[src/rtl/div_unit.sv]
// div_unit: iterative radix-2 restoring divider for DIV/DIVU in the execute stage.
// Operands are captured on the edge that accepts start_i; one quotient bit is
// produced per clock. The result is presented as {remainder, quotient} and held
// with ready_o while the execute stage keeps start_i asserted.
//
// Ports:
//   clk           clock, rising edge
//   rst           asynchronous reset, active low
//   signed_div_i  1 = signed DIV, 0 = unsigned DIVU (sampled with start_i)
//   opdata1_i     dividend (sampled with start_i)
//   opdata2_i     divisor (sampled with start_i)
//   start_i       divide request, held until ready_o is seen
//   annul_i       abort the current operation (pipeline flush)
//   result_o      {remainder, quotient}, registered
//   ready_o       result valid, registered
//
// State      | meaning
// ST_FREE    | idle, waiting for start_i
// ST_BYZERO  | divisor was zero, produce a zero result
// ST_ON      | iterating, one quotient bit per edge
// ST_END     | result final, presented while start_i stays high
module div_unit #(
   parameter int WIDTH = 32,
   parameter int CNT_W = 6
) (
   input  logic                 clk,
   input  logic                 rst,
   input  logic                 signed_div_i,
   input  logic [WIDTH-1:0]     opdata1_i,
   input  logic [WIDTH-1:0]     opdata2_i,
   input  logic                 start_i,
   input  logic                 annul_i,
   output logic [2*WIDTH-1:0]   result_o,
   output logic                 ready_o
);

   typedef enum logic [1:0] {
      ST_FREE   = 2'd0,
      ST_BYZERO = 2'd1,
      ST_ON     = 2'd2,
      ST_END    = 2'd3
   } state_t;

   state_t               r_state;
   logic [CNT_W-1:0]     r_cnt;
   logic [WIDTH-1:0]     r_dvd;      // dividend bits shift out, quotient bits shift in
   logic [WIDTH-1:0]     r_dvs;
   logic [WIDTH-1:0]     r_rem;
   logic                 r_neg_q;
   logic                 r_neg_r;
   logic [2*WIDTH-1:0]   r_result;
   logic                 r_ready;

   logic [WIDTH-1:0]     w_op1_abs;
   logic [WIDTH-1:0]     w_op2_abs;
   logic [WIDTH:0]       w_trial;
   logic                 w_qbit;
   logic [WIDTH-1:0]     w_rem_nx;
   logic [WIDTH-1:0]     w_quo_nx;
   logic                 w_last;

   assign w_op1_abs = (signed_div_i && opdata1_i[WIDTH-1]) ? -opdata1_i : opdata1_i;
   assign w_op2_abs = (signed_div_i && opdata2_i[WIDTH-1]) ? -opdata2_i : opdata2_i;

   // One extra bit so a shifted remainder with its top bit set still compares correctly.
   assign w_trial  = {r_rem, r_dvd[WIDTH-1]} - {1'b0, r_dvs};
   assign w_qbit   = ~w_trial[WIDTH];
   assign w_rem_nx = w_qbit ? w_trial[WIDTH-1:0] : {r_rem[WIDTH-2:0], r_dvd[WIDTH-1]};
   assign w_quo_nx = {r_dvd[WIDTH-2:0], w_qbit};
   assign w_last   = (r_cnt == CNT_W'(WIDTH - 1));

   always_ff @(posedge clk or negedge rst) begin
      if (!rst) begin
         r_state  <= ST_FREE;
         r_cnt    <= '0;
         r_dvd    <= '0;
         r_dvs    <= '0;
         r_rem    <= '0;
         r_neg_q  <= 1'b0;
         r_neg_r  <= 1'b0;
         r_result <= '0;
         r_ready  <= 1'b0;
      end else begin
         case (r_state)
            ST_FREE: begin
               r_ready  <= 1'b0;
               r_result <= '0;
               if (start_i && !annul_i) begin
                  if (opdata2_i == '0) begin
                     r_state <= ST_BYZERO;
                  end else begin
                     r_dvd   <= w_op1_abs;
                     r_dvs   <= w_op2_abs;
                     r_rem   <= '0;
                     r_cnt   <= '0;
                     r_neg_q <= signed_div_i && (opdata1_i[WIDTH-1] ^ opdata2_i[WIDTH-1]);
                     r_neg_r <= signed_div_i && opdata1_i[WIDTH-1];
                     r_state <= ST_ON;
                  end
               end
            end
            ST_BYZERO: begin
               r_dvd   <= '0;
               r_rem   <= '0;
               r_state <= annul_i ? ST_FREE : ST_END;
            end
            ST_ON: begin
               if (annul_i) begin
                  r_state <= ST_FREE;
               end else begin
                  r_cnt <= r_cnt + 1'b1;
                  if (w_last) begin
                     // Sign fix-up folded into the final iteration.
                     r_dvd   <= r_neg_q ? -w_quo_nx : w_quo_nx;
                     r_rem   <= r_neg_r ? -w_rem_nx : w_rem_nx;
                     r_state <= ST_END;
                  end else begin
                     r_dvd <= w_quo_nx;
                     r_rem <= w_rem_nx;
                  end
               end
            end
            ST_END: begin
               if (start_i && !annul_i) begin
                  r_ready  <= 1'b1;
                  r_result <= {r_rem, r_dvd};
               end else begin
                  r_ready  <= 1'b0;
                  r_result <= '0;
                  r_state  <= ST_FREE;
               end
            end
            default: r_state <= ST_FREE;
         endcase
      end
   end

   assign result_o = r_result;
   assign ready_o  = r_ready;

endmodule

[config.mk]
export PLATFORM = sky130hd
export DESIGN_NAME = div_unit
export DESIGN_NICKNAME = d
export VERILOG_FILES = /design/src/rtl/div_unit.sv
export SDC_FILE = /design/constraint.sdc
export NUM_CORES = 1
export LEC_CHECK = 0
export BUFFER_PORTS_ARGS = -buffer_cell sky130_fd_sc_hd__buf_4
export CAP_MARGIN = 30
export CORE_MARGIN = 2
export CORE_UTILIZATION = 41
export CTS_BUF_LIST = sky130_fd_sc_hd__clkbuf_8
export CTS_CLUSTER_DIAMETER = 150
export DETAILED_ROUTE_END_ITERATION = 7
export GPL_TIMING_DRIVEN = 0
export PLACE_DENSITY = 0.63
export SYNTH_ARGS = -nofsm -noshare
export SYNTH_HDL_FRONTEND = slang
export SYNTH_SLANG_ARGS = --single-unit
[constraint.sdc]
create_clock -name clk -period 4.79 [get_ports clk]
set_input_delay 0.2395 -clock clk [delete_from_list [all_inputs] [get_ports clk]]
set_output_delay 0.2395 -clock clk [all_outputs]
set_load 0.01 [all_outputs]
==> impl_metrics.env <==
export IMPL_clock_sinks=171
export IMPL_timing_rr_start="r_rem[22]"
export IMPL_startpoint="r_rem[22]"
export IMPL_synth_cell_types=89
export IMPL_yosys_area_top_type_share_pct=34.7
export IMPL_antenna_found_initial=0
export IMPL_antenna_cells=0
export IMPL_overflow=0
export IMPL_ant_nets=0
export IMPL_fin_crit_sh_pct=95.3
export IMPL_synth_seq_cells=171
export IMPL_clkTransAtPathRegs_ps=120
export IMPL_area_growth_pct=17.1
export IMPL_drt_pass1_iterations=5
export IMPL_switchingPower_mw=3.58
export IMPL_yosysWarnings=0
export IMPL_cts_htree_levels=4
export IMPL_worstSkewPairLatency_ps=490
export IMPL_min_delay_start="opdata2_i[25]"
export IMPL_max_freq_mhz=219
export IMPL_synthArstFlopShare_pct=100
export IMPL_use_met3_pct=3.58
export IMPL_p_sw_share_pct=49.5
export IMPL_final_core_util_pct=48.7
export IMPL_worst_clock_skew_ps=23.4
export IMPL_synth_top_cells_by_area="dfrtp_1 (35%), xnor2_1 (5.1%), a22o_1 (4.7%)"
export IMPL_fp_dieW_um=177
export IMPL_ys_flop_type="dfrtp_1"
export IMPL_hold_viol_final=0
export IMPL_yosysTopAreaCell="dfrtp_1"
export IMPL_power_density_nw_per_um2=501
export IMPL_io_pins=134
export IMPL_die_area_um2=31500
export IMPL_place_ws_ps=-1290
export IMPL_drt_iter0_markers=982
export IMPL_final_max_slew_violation_count=0
export IMPL_power_leakage_nw=6.29
export IMPL_cp_max_fo=19
export IMPL_crit_arrival_ps=4930
export IMPL_num_rows=63
export IMPL_syn_nets=1533
export IMPL_final_setup_tns_ps=0
export IMPL_required_ps=5160
export IMPL_grt_pass1_vias=11200
export IMPL_cts_buffers=17
export IMPL_synth_seq_area_share_pct=34.7
export IMPL_final_cells=1990
export IMPL_period_minus_slack_ps=4570
export IMPL_grt_use_met2_pct=39.3
export IMPL_port_buffer_count=133
export IMPL_outcome="complete, no violations"
export IMPL_path_class="flop to flop"
export IMPL_internal_power_mw=3.65
export IMPL_grt_max_degree=98
export IMPL_cts_tree="built"
export IMPL_synth_commonest_cells="dfrtp_1 (171), nand2_1 (131), nor2_1 (118), o21ai_0 (94), a21oi_1 (93)"
export IMPL_wl_mm=40.3
export IMPL_netlist_instances=1422
export IMPL_routabilityCongestion=0.945
export IMPL_via_per_inst=5.87
export IMPL_grt_pass1_wl_mm=63.8
export IMPL_pwr_share_clk_pct=15.4
export IMPL_clock_tree_buffer_depth=2
export IMPL_p_seq_share_pct=30.0
export IMPL_startpoint_type="flop"
export IMPL_worst_hold_path_type="primary input to flop"
export IMPL_setup_violations=0
export IMPL_grtUsageMet1_pct=38.4
export IMPL_worst_pin_slew_ps=983
export IMPL_detailed_place_hpwl_mm=31.4
export IMPL_avgSynthCellArea_um2=8.67
export IMPL_vias=11700
export IMPL_layout_nets=1698
export IMPL_core_area_um2=29600
export IMPL_pwr_share_comb_pct=54.6
export IMPL_drive_above_1_share_pct=16.3
export IMPL_synth_edff_count=0
export IMPL_netlist_area_um2=12300
export IMPL_synth_most_common_cell="dfrtp_1"
export IMPL_grt_usage_pct=26.0
export IMPL_cap_violations=0
export IMPL_max_slew_margin_rel_pct=33.7
export IMPL_setup_ws_ps=224
export IMPL_end_kind="flop"
export IMPL_busiest_layer="met2"
export IMPL_drc=0
export IMPL_irDropWorstVdd_mv=0.250
export IMPL_root_buffer="clkbuf_8"
export IMPL_start_util_pct=41.6
export IMPL_place_inst=1947
export IMPL_die_height_um=177
export IMPL_wire_per_inst_um=20.2
-- cell families after synthesis --
kind of cell | synth area share (%)
buffers and inverters | 4.69
adders and majority gates | 4.32
AOI/OAI and AO/OA | 27.3
DFF | 34.7
and+or+nand+nor | 17.1
xor gates and xnor gates | 9.66
muxes | 2.22
-- sequential cells by signal, indices dropped and copies added (netlist names) --
| name | cells |
|---|---|
| r_neg_r | 1 |
| r_dvd | 32 |
| r_cnt | 6 |
| r_dvs | 32 |
| ready_o | 1 |
| result_o | 64 |
| r_rem | 32 |
| r_state | 2 |
| r_neg_q | 1 |
-- layout by cell type (no fill, tap or decap), types with 11 or more instances in the layout --
cell type,synthesis,final
a21o_1,16,16
a21oi_1,93,92
a22o_1,66,66
a31oi_1,23,23
and2_1,14,14
buf_2,22,21
buf_4,0,142
clkbuf_1,60,58
clkbuf_8,0,17
dfrtp_1,171,169
ha_1,41,40
inv_1,58,58
mux2i_1,24,24
nand2_1,131,130
nand3_1,30,30
nand4_1,11,11
nor2_1,118,118
nor2b_1,11,11
nor3_1,27,26
nor4_1,17,17
o21a_1,27,27
o21ai_0,94,92
o21ai_1,11,12
o221ai_1,21,21
o31ai_1,26,26
or3_1,12,12
xnor2_1,72,72
xor2_1,64,64
-- power groups by stage --
stage / registers (mW) / clock network [mW] / logic, mW
6_report: 2.17 / 1.11 / 3.94
5_1_grt: 2.22 / 1.19 / 4.35
4_1_cts: 2.16 / 1.13 / 3.87
3_5_place_dp: 2.20 / 0 / 3.75
3_3_place_gp: 2.19 / 0 / 3.71
2_1_floorplan: 2.10 / 0 / 2.61
-- per-layer routing --
layer	up-vias	wire length, um
li1	5526	-
met1	5636	19200
met2	441	17600
met3	69	2560
met4	0	889
met5	-	0
-- worst paths after layout --
kind                                     end  slack [ps]  depth (start not counted)
max in group asynchronous       result_o[52]        3560                          3
min in group asynchronous       result_o[16]         370                          2
worst min register to register      r_cnt[5]         500                          1
worst max-delay path               r_rem[30]         220                         22
worst max register to register     r_rem[30]         220                         22
worst min-delay path               r_dvs[25]          30                          3
-- critical path: stages, from the launching register on --
cell      delay [ps]
dfrtp_1          580
ha_1             300
buf_2            170
a21oi_2          190
o21ai_1          180
a211oi_2         260
o21ai_2          160
nor3_4           320
nor2_8            80
inv_6             90
buf_12           160
buf_8            140
nor2_1            60
a21oi_2          150
ha_2             210
nor4b_2          200
nand3_1          140
a22oi_2          270
nand2_2          150
nor3_4           250
buf_4            160
a31o_1           140
nand3_1           90
-- per-stage QoR --
stage               hold WS [ps]  total power, mW  cell area (um2)
floorplan                  -56.1             4.72            12300
global placement             465             5.90            13800
detailed placement           326             5.95            13900
CTS                         5.76             7.16            14400
global route                38.5             7.76            14400
finish                      29.9             7.23            14400
-- final cells by class --
cell class / count / area [um2]
Tap cell: 390 / 488
Fill cell: 2913 / 15200
Multi-Input combinational cell: 1107 / 7510
Inverter: 59 / 226
Buffer: 83 / 365
Timing Repair Buffer: 148 / 1150
Clock inverter: 15 / 170
Clock buffer: 17 / 234
Sequential cell: 171 / 4280
-- what timing repair did --
action                     4_1_cts  5_1_grt
gates resized for setup         13        8
setup endpoints to repair       22       15
buffers inserted                 8        3
hold buffers                     2        0
pin swaps                        5        7
hold endpoints to repair        97        0
Power figures use the tool's default switching activity.
